==> src/rtl/jtopl_reg_wr_pkg.sv <==
// Shared definitions for the operator register-write front end: field codes,
// register page bases, ring size and the stage offsets of the update strobes.
package jtopl_reg_wr_pkg;

    localparam int NUM_SLOTS = 18;

    typedef enum logic [1:0] {
        MULT   = 2'd0,
        KSL_TL = 2'd1,
        AR_DR  = 2'd2,
        SL_RR  = 2'd3
    } field_t;

    localparam logic [7:0] BASE_MULT   = 8'h20;
    localparam logic [7:0] BASE_KSL_TL = 8'h40;
    localparam logic [7:0] BASE_AR_DR  = 8'h60;
    localparam logic [7:0] BASE_SL_RR  = 8'h80;

    localparam logic [4:0] STG_I  = 5'd0;
    localparam logic [4:0] STG_II = 5'd1;
    localparam logic [4:0] STG_IV = 5'd3;

    typedef enum logic [1:0] {
        ST_IDLE  = 2'd0,
        ST_PEND  = 2'd1,
        ST_TRAIL = 2'd2
    } state_t;

    // Slot arithmetic modulo the ring size; operands are always below the modulus.
    function automatic logic [4:0] slot_add(input logic [4:0] s, input logic [4:0] k,
                                            input logic [4:0] m);
        logic [5:0] sum;
        sum = {1'b0, s} + {1'b0, k};
        if (sum >= {1'b0, m})
            sum = sum - {1'b0, m};
        return sum[4:0];
    endfunction

endpackage

==> src/rtl/jtopl_slot_dec.sv <==
// Combinational decode of an operator register index into field and ring slot.
// Shared with the read-back path, so it carries no state.
module jtopl_slot_dec
    import jtopl_reg_wr_pkg::*;
(
    input  logic [7:0] index,
    output logic       valid,
    output field_t     field,
    output logic [4:0] slot
);

    logic [2:0] page;
    logic [1:0] group;
    logic [2:0] sub;
    logic       page_ok;

    always_comb begin
        page    = index[7:5];
        group   = index[4:3];
        sub     = index[2:0];
        page_ok = 1'b1;
        field   = MULT;
        // Each field owns a 32-entry page, so 0x3x/0x5x/0x7x/0x9x share the field of the page below.
        case (page)
            BASE_MULT[7:5]:   field = MULT;
            BASE_KSL_TL[7:5]: field = KSL_TL;
            BASE_AR_DR[7:5]:  field = AR_DR;
            BASE_SL_RR[7:5]:  field = SL_RR;
            default:          page_ok = 1'b0;
        endcase
        valid = page_ok && (group <= 2'd2) && (sub <= 3'd5);
        slot  = 5'(group) * 5'd6 + 5'(sub);
    end

endmodule

==> src/rtl/jtopl_reg_wr.sv <==
// Operator register-write front end: latches CPU index/data writes and holds
// them until the target slot comes round, then drives the CSR update strobes.
module jtopl_reg_wr
    import jtopl_reg_wr_pkg::*;
#(
    parameter int SLOTS = NUM_SLOTS
) (
    input  logic       clk,
    input  logic       rst,
    input  logic       cen,
    input  logic       wr,
    input  logic       addr,
    input  logic [7:0] din,
    output logic       busy,
    output logic [4:0] slot,
    output logic [7:0] dout,
    output logic       up_mult,
    output logic       up_ksl_tl,
    output logic       up_ar_dr,
    output logic       up_sl_rr,
    output logic       update_op_I,
    output logic       update_op_II,
    output logic       update_op_IV
);

    localparam logic [4:0] SLOT_LAST = 5'(SLOTS - 1);
    localparam logic [4:0] SLOT_MOD  = 5'(SLOTS);

    logic [7:0] index_reg;
    logic [7:0] dout_reg;
    logic [4:0] slot_reg;
    logic [4:0] target_reg;
    field_t     field_reg;
    state_t     state_reg, state_next;

    logic       dec_valid;
    field_t     dec_field;
    logic [4:0] dec_slot;

    logic       data_wr;
    logic       hit_i, hit_ii, hit_iv;
    logic       done_at_i;
    logic [3:0] up_vec;

    jtopl_slot_dec u_dec (
        .index (index_reg),
        .valid (dec_valid),
        .field (dec_field),
        .slot  (dec_slot)
    );

    assign busy    = (state_reg != ST_IDLE);
    assign data_wr = wr && addr && !busy && dec_valid;

    always_ff @(posedge clk or posedge rst) begin
        if (rst)
            index_reg <= 8'h00;
        else if (wr && !addr)
            index_reg <= din;
    end

    always_ff @(posedge clk or posedge rst) begin
        if (rst)
            slot_reg <= 5'd0;
        else if (cen)
            slot_reg <= (slot_reg == SLOT_LAST) ? 5'd0 : slot_reg + 5'd1;
    end

    always_ff @(posedge clk or posedge rst) begin
        if (rst) begin
            dout_reg   <= 8'h00;
            target_reg <= 5'd0;
            field_reg  <= MULT;
        end else if (data_wr) begin
            dout_reg   <= din;
            target_reg <= dec_slot;
            field_reg  <= dec_field;
        end
    end

    always_ff @(posedge clk or posedge rst) begin
        if (rst)
            state_reg <= ST_IDLE;
        else
            state_reg <= state_next;
    end

    // Stage II/IV are only meaningful once stage I has fired, hence TRAIL gating.
    always_comb begin
        state_next   = state_reg;
        hit_i        = (slot_reg == slot_add(target_reg, STG_I, SLOT_MOD));
        hit_ii       = (slot_reg == slot_add(target_reg, STG_II, SLOT_MOD));
        hit_iv       = (slot_reg == slot_add(target_reg, STG_IV, SLOT_MOD));
        done_at_i    = (field_reg == AR_DR) || (field_reg == SL_RR);
        update_op_I  = (state_reg == ST_PEND) && hit_i;
        update_op_II = (state_reg == ST_TRAIL) && hit_ii;
        update_op_IV = (state_reg == ST_TRAIL) && hit_iv;
        case (state_reg)
            ST_IDLE:  if (data_wr) state_next = ST_PEND;
            ST_PEND:  if (cen && hit_i) state_next = done_at_i ? ST_IDLE : ST_TRAIL;
            ST_TRAIL: if (cen && hit_iv) state_next = ST_IDLE;
            default:  state_next = ST_IDLE;
        endcase
    end

    genvar gi;
    generate
        for (gi = 0; gi < 4; gi++) begin : g_up
            assign up_vec[gi] = busy && (field_reg == 2'(gi));
        end
    endgenerate

    assign up_mult   = up_vec[MULT];
    assign up_ksl_tl = up_vec[KSL_TL];
    assign up_ar_dr  = up_vec[AR_DR];
    assign up_sl_rr  = up_vec[SL_RR];
    assign slot      = slot_reg;
    assign dout      = dout_reg;

endmodule

==> config.mk <==
export PLATFORM = sky130hd
export DESIGN_NAME = jtopl_reg_wr
export DESIGN_NICKNAME = d
export VERILOG_FILES = /design/src/rtl/jtopl_reg_wr_pkg.sv /design/src/rtl/jtopl_slot_dec.sv /design/src/rtl/jtopl_reg_wr.sv
export SDC_FILE = /design/constraint.sdc
export NUM_CORES = 1
export LEC_CHECK = 0
export ABC_CLOCK_PERIOD_IN_PS = 3400
export CAP_MARGIN = 20
export CORE_MARGIN = 2
export CORE_UTILIZATION = 50
export CTS_CLUSTER_SIZE = 20
export DETAILED_ROUTE_END_ITERATION = 10
export PLACE_DENSITY_LB_ADDON = 0.3
export SYNTH_ARGS = -nofsm -noshare
export SYNTH_HDL_FRONTEND = slang
export SYNTH_SLANG_ARGS = --single-unit
==> constraint.sdc <==
create_clock -name clk -period 3.4 [get_ports clk]
set_clock_uncertainty 0.2 [all_clocks]
set_input_delay 0.68 -clock clk [delete_from_list [all_inputs] [get_ports clk]]
set_output_delay 0.68 -clock clk [all_outputs]
set_load 0.05 [all_outputs]
==> results of run 1 <==
routing by layer:
layer | vias up | routed length [um]
met4 | 0 | 163
met3 | 14 | 246
met5 | - | 0
met2 | 51 | 2240
li1 | 890 | -
met1 | 842 | 2150
area by class of cell:
class                      instances  area (um^2)
fill                             337         1380
sequential                        30          754
clock inverter                     1         5.00
multi-input combinational        173         1530
tap                               52         65.1
timing repair buffer              48          473
inverter                          15         61.3
clock buffer                       7         86.3
placed cells by master, fill, tap and decap left out, drive strengths merged, types with 3 or more instances in the layout:
master	count
inv	15
clkbuf	7
nand2b	3
nand2	19
a2111oi	3
xor2	6
ha	16
nor3b	5
dfrtp	30
nor2	11
a31oi	4
xnor2	19
o21ai	12
mux2	18
clkdlybuf4s50	30
a21o	5
buf	18
a21oi	11
nor2b	6
nand3	6
worst max-delay path, stage by stage (launching register included):
cell	delay, ns
dfrtp_2	0.46
buf_4	0.22
xor2_4	0.22
ha_4	0.28
nor3b_1	0.30
a221oi_1	0.13
a31o_1	0.22
or4_4	0.44
nor2_4	0.12
buf_12	0.14
where the power goes:
group / internal [W] / switching (W) / leakage [nW]
logic: 0.000953 / 0.00117 / 0.869
registers: 0.000471 / 0.000150 / 0.364
clock network: 0.000163 / 0.000132 / 0.0482
total: 0.00159 / 0.00145 / 1.28
through the flow:
stage	cell area, um^2	worst slack, ns
finish	2980	-0.283
global route	2980	-0.373
CTS	2950	-0.222
detailed placement	2780	0.0103
global placement	2780	0.0475
floorplan	2350	0.000734
cells by family (layout without fill, tap and decap cells):
group	after synthesis	in the layout	share of synthesized area, %
buffers and inverters	28	71	6.31
XOR/XNOR	25	25	10.8
AO/OA/AOI/OAI	46	46	14.4
adder cells (fa/ha/maj)	17	17	9.74
AND/OR/NAND/NOR	65	65	15.5
flip-flops	30	30	33.2
multiplexers	20	20	10.0
how the worst min path moves through the flow:
stage / cells after the start / slack [ns] / to
2_1_floorplan: 1 / 0.28 / index_reg[0]$_DFFE_PP0P_
5_1_grt: 1 / 0.33 / dout[2]$_DFFE_PP0P_
4_1_cts: 1 / 0.31 / dout[2]$_DFFE_PP0P_
3_5_place_dp: 1 / 0.29 / dout[1]$_DFFE_PP0P_
6_report: 1 / 0.30 / dout[2]$_DFFE_PP0P_
3_3_place_gp: 1 / 0.29 / dout[1]$_DFFE_PP0P_
timing repair:
item                                    CTS  global route
endpoints found under the setup margin    2             2
gates cloned                              0             0
pin swaps                                 3             1
buffers inserted                          3             1
resized for setup                        11             3
==> qor.yml, run 1 <==
global_routing:
  globalRouteTotalUtil_pct: 20.8
  groute.layer.met1.usage_pct: 26.1
  grt_first_pass_wirelength_mm: 8.30
  initial_antenna_violation_count: 0
  via_count_of_the_first_global_routing_pass: 1790
  globalRouteMet3Util_pct: 4.92
  global_route.overflow_total: 0
  grt_busiest_layer: "met2"
  gr-usage-met2_pct: 34.3
  grt_max_degree: 31
setup_path:
  worst_setup_sp_type: "flop"
  regToRegStartpoint: "target_reg[2]$_DFFE_PP0P_"
  crit_end: "update_op_IV"
  cp.required_ns: 2.52
  critical_path_class: "flop to output pin"
  worst_ep_arrival_time_ns: 2.80
  reg2reg_slack_ns: 0.50
  end_kind: "output pin"
  setup.worst_path.start: "target_reg[2]$_DFFE_PP0P_"
  reg2reg_to: "state_reg[1]$_DFFE_PP0P_"
  timing.reg2reg.worst_path_depth: 8
  path_max_fanout: 7
yosys:
  mappedNetlistNets: 261
  synth_largest_type_area_fraction_pct: 33.2
  synth.most_common_cell: "dfrtp_1"
  fraction_of_the_yosys_area_taken_by_sequential_cells_pct: 33.2
  syn_area_per_cell_um2: 9.79
  synth-seq-cells: 30
  post_synth_most_frequent_cells: "30 x dfrtp_1, 19 x nand2_1, 18 x xnor2_1, 17 x mux2_2, 16 x ha_1"
  postSynth.asyncResetShare_pct: 100
  yosys_top_cell_by_area: "dfrtp_1"
  synthesis.yosys.warnings: 0
  synthDistinctLibCells: 53
  edff_count_synth: 0
  yosys-top-cells-area: "dfrtp_1 33%, ha_1 8.9%, mux2_2 8.5%"
  dominantRegCellSynth: "dfrtp_1"
  synthesis.instances: 231
  synth.cell_area_mm2: 0.00226
outcome:
  run_status: "finished with violations"
  violations: "negative setup slack"
pwr:
  vdd_drop_max_mv: 0.627
  post-layout-total-power_w: 0.00304
  p_leak_nw: 1.28
  p_per_area_mw_per_mm2: 1020
detailed_routing:
  vias: 1797
  route.detailed.drc: 0
  drtPass1Iterations: 4
  detailedRoute.firstIterationViolations: 131
  vias_per_cell: 5.51
  postRouteWirelength_mm: 4.80
  route.detailed.wl_per_inst_um: 14.7
  route.antenna.remaining_nets: 0
clock_network:
  cts.sinks: 30
  clockRootBuffer: "clkbuf_8"
  clock_path_buffers: 2
  path_clk_slew_ns: 0.06
  cts.hold.buffers_added: 0
  clk_latency_ns: 0.28
  h-tree-depth: 2
  tritoncts: "yes"
  cts_buffers: 5
finish:
  final_core_utilization_pct: 68.4
  layout-area-overhead-vs-synth_pct: 31.7
  fraction_of_layout_instances_using_a_drive_strength_above_1_pct: 25.9
  layout.nets: 303
  final_cell_count_no_fill: 326
  n_antenna_cell: 0
die:
  io-pin-count: 34
  dieHeight_um: 71.2
  area_of_the_core_region_mm2: 0.00435
  count_of_standard_cell_rows: 24
  start_util_pct: 51.9
  die_x_um: 71.2
  design.die.area_mm2: 0.00508
placed_design:
  port-buffer-count: 33
  final_weighted_congestion_in_routability_driven_placement: 0.806
  post-dp-hpwl_mm: 3.42
  placed_instance_count: 314
sta:
  final.min_clock_period_ns: 3.68
  layout_worst_path_cycle_share_pct: 108
  final-max-slew-violation-count: 0
  final.setup.worst_slack_ns: -0.283
  tightest_slew_ns: 0.715
  maximum_clock_frequency_mhz: 272
  timing_hold_violations_final: 0
  fin_tns_setup_ns: -0.418
  rsz0062_at_grt: "yes"
  timing.max_slew.rel_slack_pct: 52.2
  finalHoldWorstSlack_ns: 0.305
  finalSetupViolCount: 2
hold_path:
  hold_start: "dout[2]$_DFFE_PP0P_"
  hold_path_class: "flop to flop"
run:
  cap_violations: 0
Power figures use the tool's default switching activity.
==> run 2, diff against run 1 <==
--- a/config.mk
+++ b/config.mk
@@ -12,6 +12,7 @@
 export CTS_CLUSTER_SIZE = 20
 export DETAILED_ROUTE_END_ITERATION = 10
 export PLACE_DENSITY_LB_ADDON = 0.3
+export SETUP_SLACK_MARGIN = 0.1
 export SYNTH_ARGS = -nofsm -noshare
 export SYNTH_HDL_FRONTEND = slang
 export SYNTH_SLANG_ARGS = --single-unit
==> qor.yml, run 2 (synthesized netlist as in run 1, its figures left out) <==
sta:
  maximum_clock_frequency_mhz: 275  # was 272 MHz
  timing_hold_violations_final: 0  # unchanged
  finalSetupViolCount: 2  # unchanged
  layout_worst_path_cycle_share_pct: 107  # was 108%
  final-max-slew-violation-count: 0  # unchanged
  timing.max_slew.rel_slack_pct: 59.9  # was 52.2%
  rsz0062_at_grt: "yes"  # unchanged
  tightest_slew_ns: 0.601  # was 0.715 ns
  final.setup.worst_slack_ns: -0.230  # was -0.283 ns
  final.min_clock_period_ns: 3.63  # was 3.68 ns
clock_network:
  cts.hold.buffers_added: 0  # unchanged
  cts.sinks: 30  # unchanged
  clock_path_buffers: 2  # unchanged
  h-tree-depth: 2  # unchanged
  clk_latency_ns: 0.28  # about the same
  tritoncts: "yes"  # unchanged
  clockRootBuffer: "clkbuf_8"  # unchanged
  path_clk_slew_ns: 0.06  # about the same
  cts_buffers: 5  # unchanged
detailed_routing:
  detailroute.wirelength.met2_mm: 2.46  # was 2.24 mm
  drtPass1Iterations: 4  # unchanged
  wl_met1_mm: 2.12  # was 2.15 mm
  dr_wl_met3_um: 209  # was 246 um
  detailedRoute.firstIterationViolations: 51  # was 131
  route.detailed.wl_per_inst_um: 15.1  # was 14.7 um
  vias: 1765  # was 1,797
  route.detailed.drc: 0  # unchanged
  highest_metal_layer_with_signal_wires: "met4"  # unchanged
  route.antenna.remaining_nets: 0  # unchanged
  vias_per_cell: 5.45  # was 5.51
  postRouteWirelength_mm: 4.88  # was 4.80 mm
die:
  start_util_pct: 51.9  # unchanged
  area_of_the_core_region_mm2: 0.00435  # unchanged
  die_x_um: 71.2  # unchanged
  dieHeight_um: 71.2  # unchanged
  design.die.area_mm2: 0.00508  # unchanged
  count_of_standard_cell_rows: 24  # unchanged
  io-pin-count: 34  # unchanged
finish:
  layout.nets: 302  # was 303
  final_cell_count_no_fill: 324  # was 326
  multi_input_area_mm2: 0.00153  # about the same
  mostFrequentLayoutCell: "clkdlybuf4s50_1"  # unchanged
  fraction_of_layout_instances_using_a_drive_strength_above_1_pct: 26.1  # was 25.9%
  finalInstanceArea_mm2: 0.00297  # was 0.00298 mm^2
  fillerInstances: 332  # was 337
  final_cell_mix: "30 x clkdlybuf4s50_1, 27 x dfrtp_1, 19 x nand2_1"  # unchanged
  layout-area-overhead-vs-synth_pct: 31.4  # was 31.7%
  n_antenna_cell: 0  # unchanged
  area.sequential_um2: 754  # unchanged
hold_path:
  hold_start: "dout[4]$_DFFE_PP0P_"  # was dout[2]$_DFFE_PP0P_
  whs_endpoint: "dout[4]$_DFFE_PP0P_"  # was dout[2]$_DFFE_PP0P_
  min_path_cells: 1  # unchanged
  hold_path_class: "flop to flop"  # unchanged
pwr:
  p_leak_nw: 1.28  # about the same
  p_seq_share_pct: 21.0  # was 20.5%
  p_per_area_mw_per_mm2: 1010  # was 1020 mW/mm^2
  combinationalPowerShare_pct: 70.1  # was 69.8%
  internal_power_w: 0.00156  # was 0.00159 W
  vdd_drop_max_mv: 0.505  # was 0.627 mV
  power.net_switching_w: 0.00144  # was 0.00145 W
  post-layout-total-power_w: 0.00300  # was 0.00304 W
  power.clock.fraction_pct: 8.9  # was 9.7%
  power.share.switching_pct: 48.1  # was 47.7%
setup_path:
  critical_path_class: "flop to output pin"  # unchanged
  worst_ep_arrival_time_ns: 2.75  # was 2.80 ns
  cpMaxStageDelayCell: "dfrtp_2"  # unchanged
  end_kind: "output pin"  # unchanged
  slowest_delay_ns: 0.47  # was 0.46 ns
  reg2reg_to: "state_reg[1]$_DFFE_PP0P_"  # unchanged
  worst_setup_sp_type: "flop"  # unchanged
  cp.required_ns: 2.52  # about the same
  regToRegStartpoint: "target_reg[1]$_DFFE_PP0P_"  # was target_reg[2]$_DFFE_PP0P_
  reg2reg_slack_ns: 0.56  # was 0.50 ns
  path_max_fanout: 6  # was 7
  setup.worst_path.start: "target_reg[1]$_DFFE_PP0P_"  # was target_reg[2]$_DFFE_PP0P_
  cell_by_cell_listing_of_the_critical_path: "inv_4 > ha_4 > xor2_4 > nor2_1 > a2111o_1 > a31o_1 > or4_4 > nor2_4 > buf_12"  # was buf_4 > xor2_4 > ha_4 > nor3b_1 > a221oi_1 > a31o_1 > or4_4 > nor2_4 > buf_12
  timing.reg2reg.worst_path_depth: 8  # unchanged
global_routing:
  globalRouteTotalUtil_pct: 21.5  # was 20.8%
  initial_antenna_violation_count: 0  # unchanged
  grt_max_degree: 17  # was 31
  global_route.overflow_total: 0  # unchanged
  grt_first_pass_wirelength_mm: 8.57  # was 8.30 mm
  via_count_of_the_first_global_routing_pass: 1882  # was 1,790
placed_design:
  worst_slack_at_placement_ns: 0.00347  # was 0.0103 ns
  post-dp-hpwl_mm: 3.52  # was 3.42 mm
  placed_instance_count: 313  # was 314
  port-buffer-count: 33  # unchanged
  final_weighted_congestion_in_routability_driven_placement: 0.814  # was 0.806
  detailed_place.area_mm2: 0.00278  # about the same
run:
  cap_violations: 0  # unchanged
outcome:
  violations: "negative setup slack"  # unchanged
  run_status: "finished with violations"  # unchanged
-- run 2: stage by stage --
step	hold slack [ns]	utilization (%)	setup TNS, ns
final	0.308	68.2	-0.415
after floorplan	0.277	-	0
after global placement	0.286	63.9	0
after CTS	0.307	67.8	-0.361
after global routing	0.322	68.2	-0.650
after detailed placement	0.293	63.9	0
-- run 2: critical path: cells and delay by family (launching register included) --
| kind | cells | cell delay [ns] |
|---|---|---|
| AND/OR/NAND/NOR | 3 | 0.70 |
| AO/OA/AOI/OAI | 2 | 0.63 |
| flip-flops | 1 | 0.47 |
| XOR/XNOR | 1 | 0.26 |
| buffers and inverters | 2 | 0.24 |
| adder cells (fa/ha/maj) | 1 | 0.17 |
-- run 2: power by group through the flow --
stage	Combinational [W]	Sequential [W]	Clock [W]
after floorplan	0.00131	0.000806	0
after global placement	0.00191	0.000625	0
after detailed placement	0.00194	0.000632	0
after CTS	0.00204	0.000629	0.000272
after global routing	0.00228	0.000650	0.000293
final	0.00210	0.000630	0.000267
-- run 2: per-layer routing --
metal	GRT usage, %	vias to the layer above
met4	10.3	0
met1	26.2	838
li1	-	884
met3	6.33	8
met2	35.0	35
met5	0	-
-- run 2: cell type report --
cell class / count / area share, %
Clock buffer: 5 / 2.32
Tap cell: 52 / 2.19
Clock inverter: 2 / 0.337
Sequential cell: 30 / 25.4
Inverter: 15 / 2.06
Timing Repair Buffer: 47 / 16.1
Multi-Input combinational cell: 173 / 51.6
-- run 2: what timing repair did --
item	4_1_cts	5_1_grt
resized for setup	9	5
gates cloned	0	0
pin swaps	4	0
setup endpoints to repair	2	3
buffers inserted	4	0
-- run 2: worst max path at each step --
stage          cells past startpoint      endpoint  slack (ns)
2_1_floorplan                      8  update_op_II        0.01
3_3_place_gp                      10  update_op_IV        0.05
3_5_place_dp                      10  update_op_IV       0.003
4_1_cts                           10  update_op_IV       -0.19
5_1_grt                           11  update_op_IV       -0.35
6_report                           9  update_op_IV       -0.23
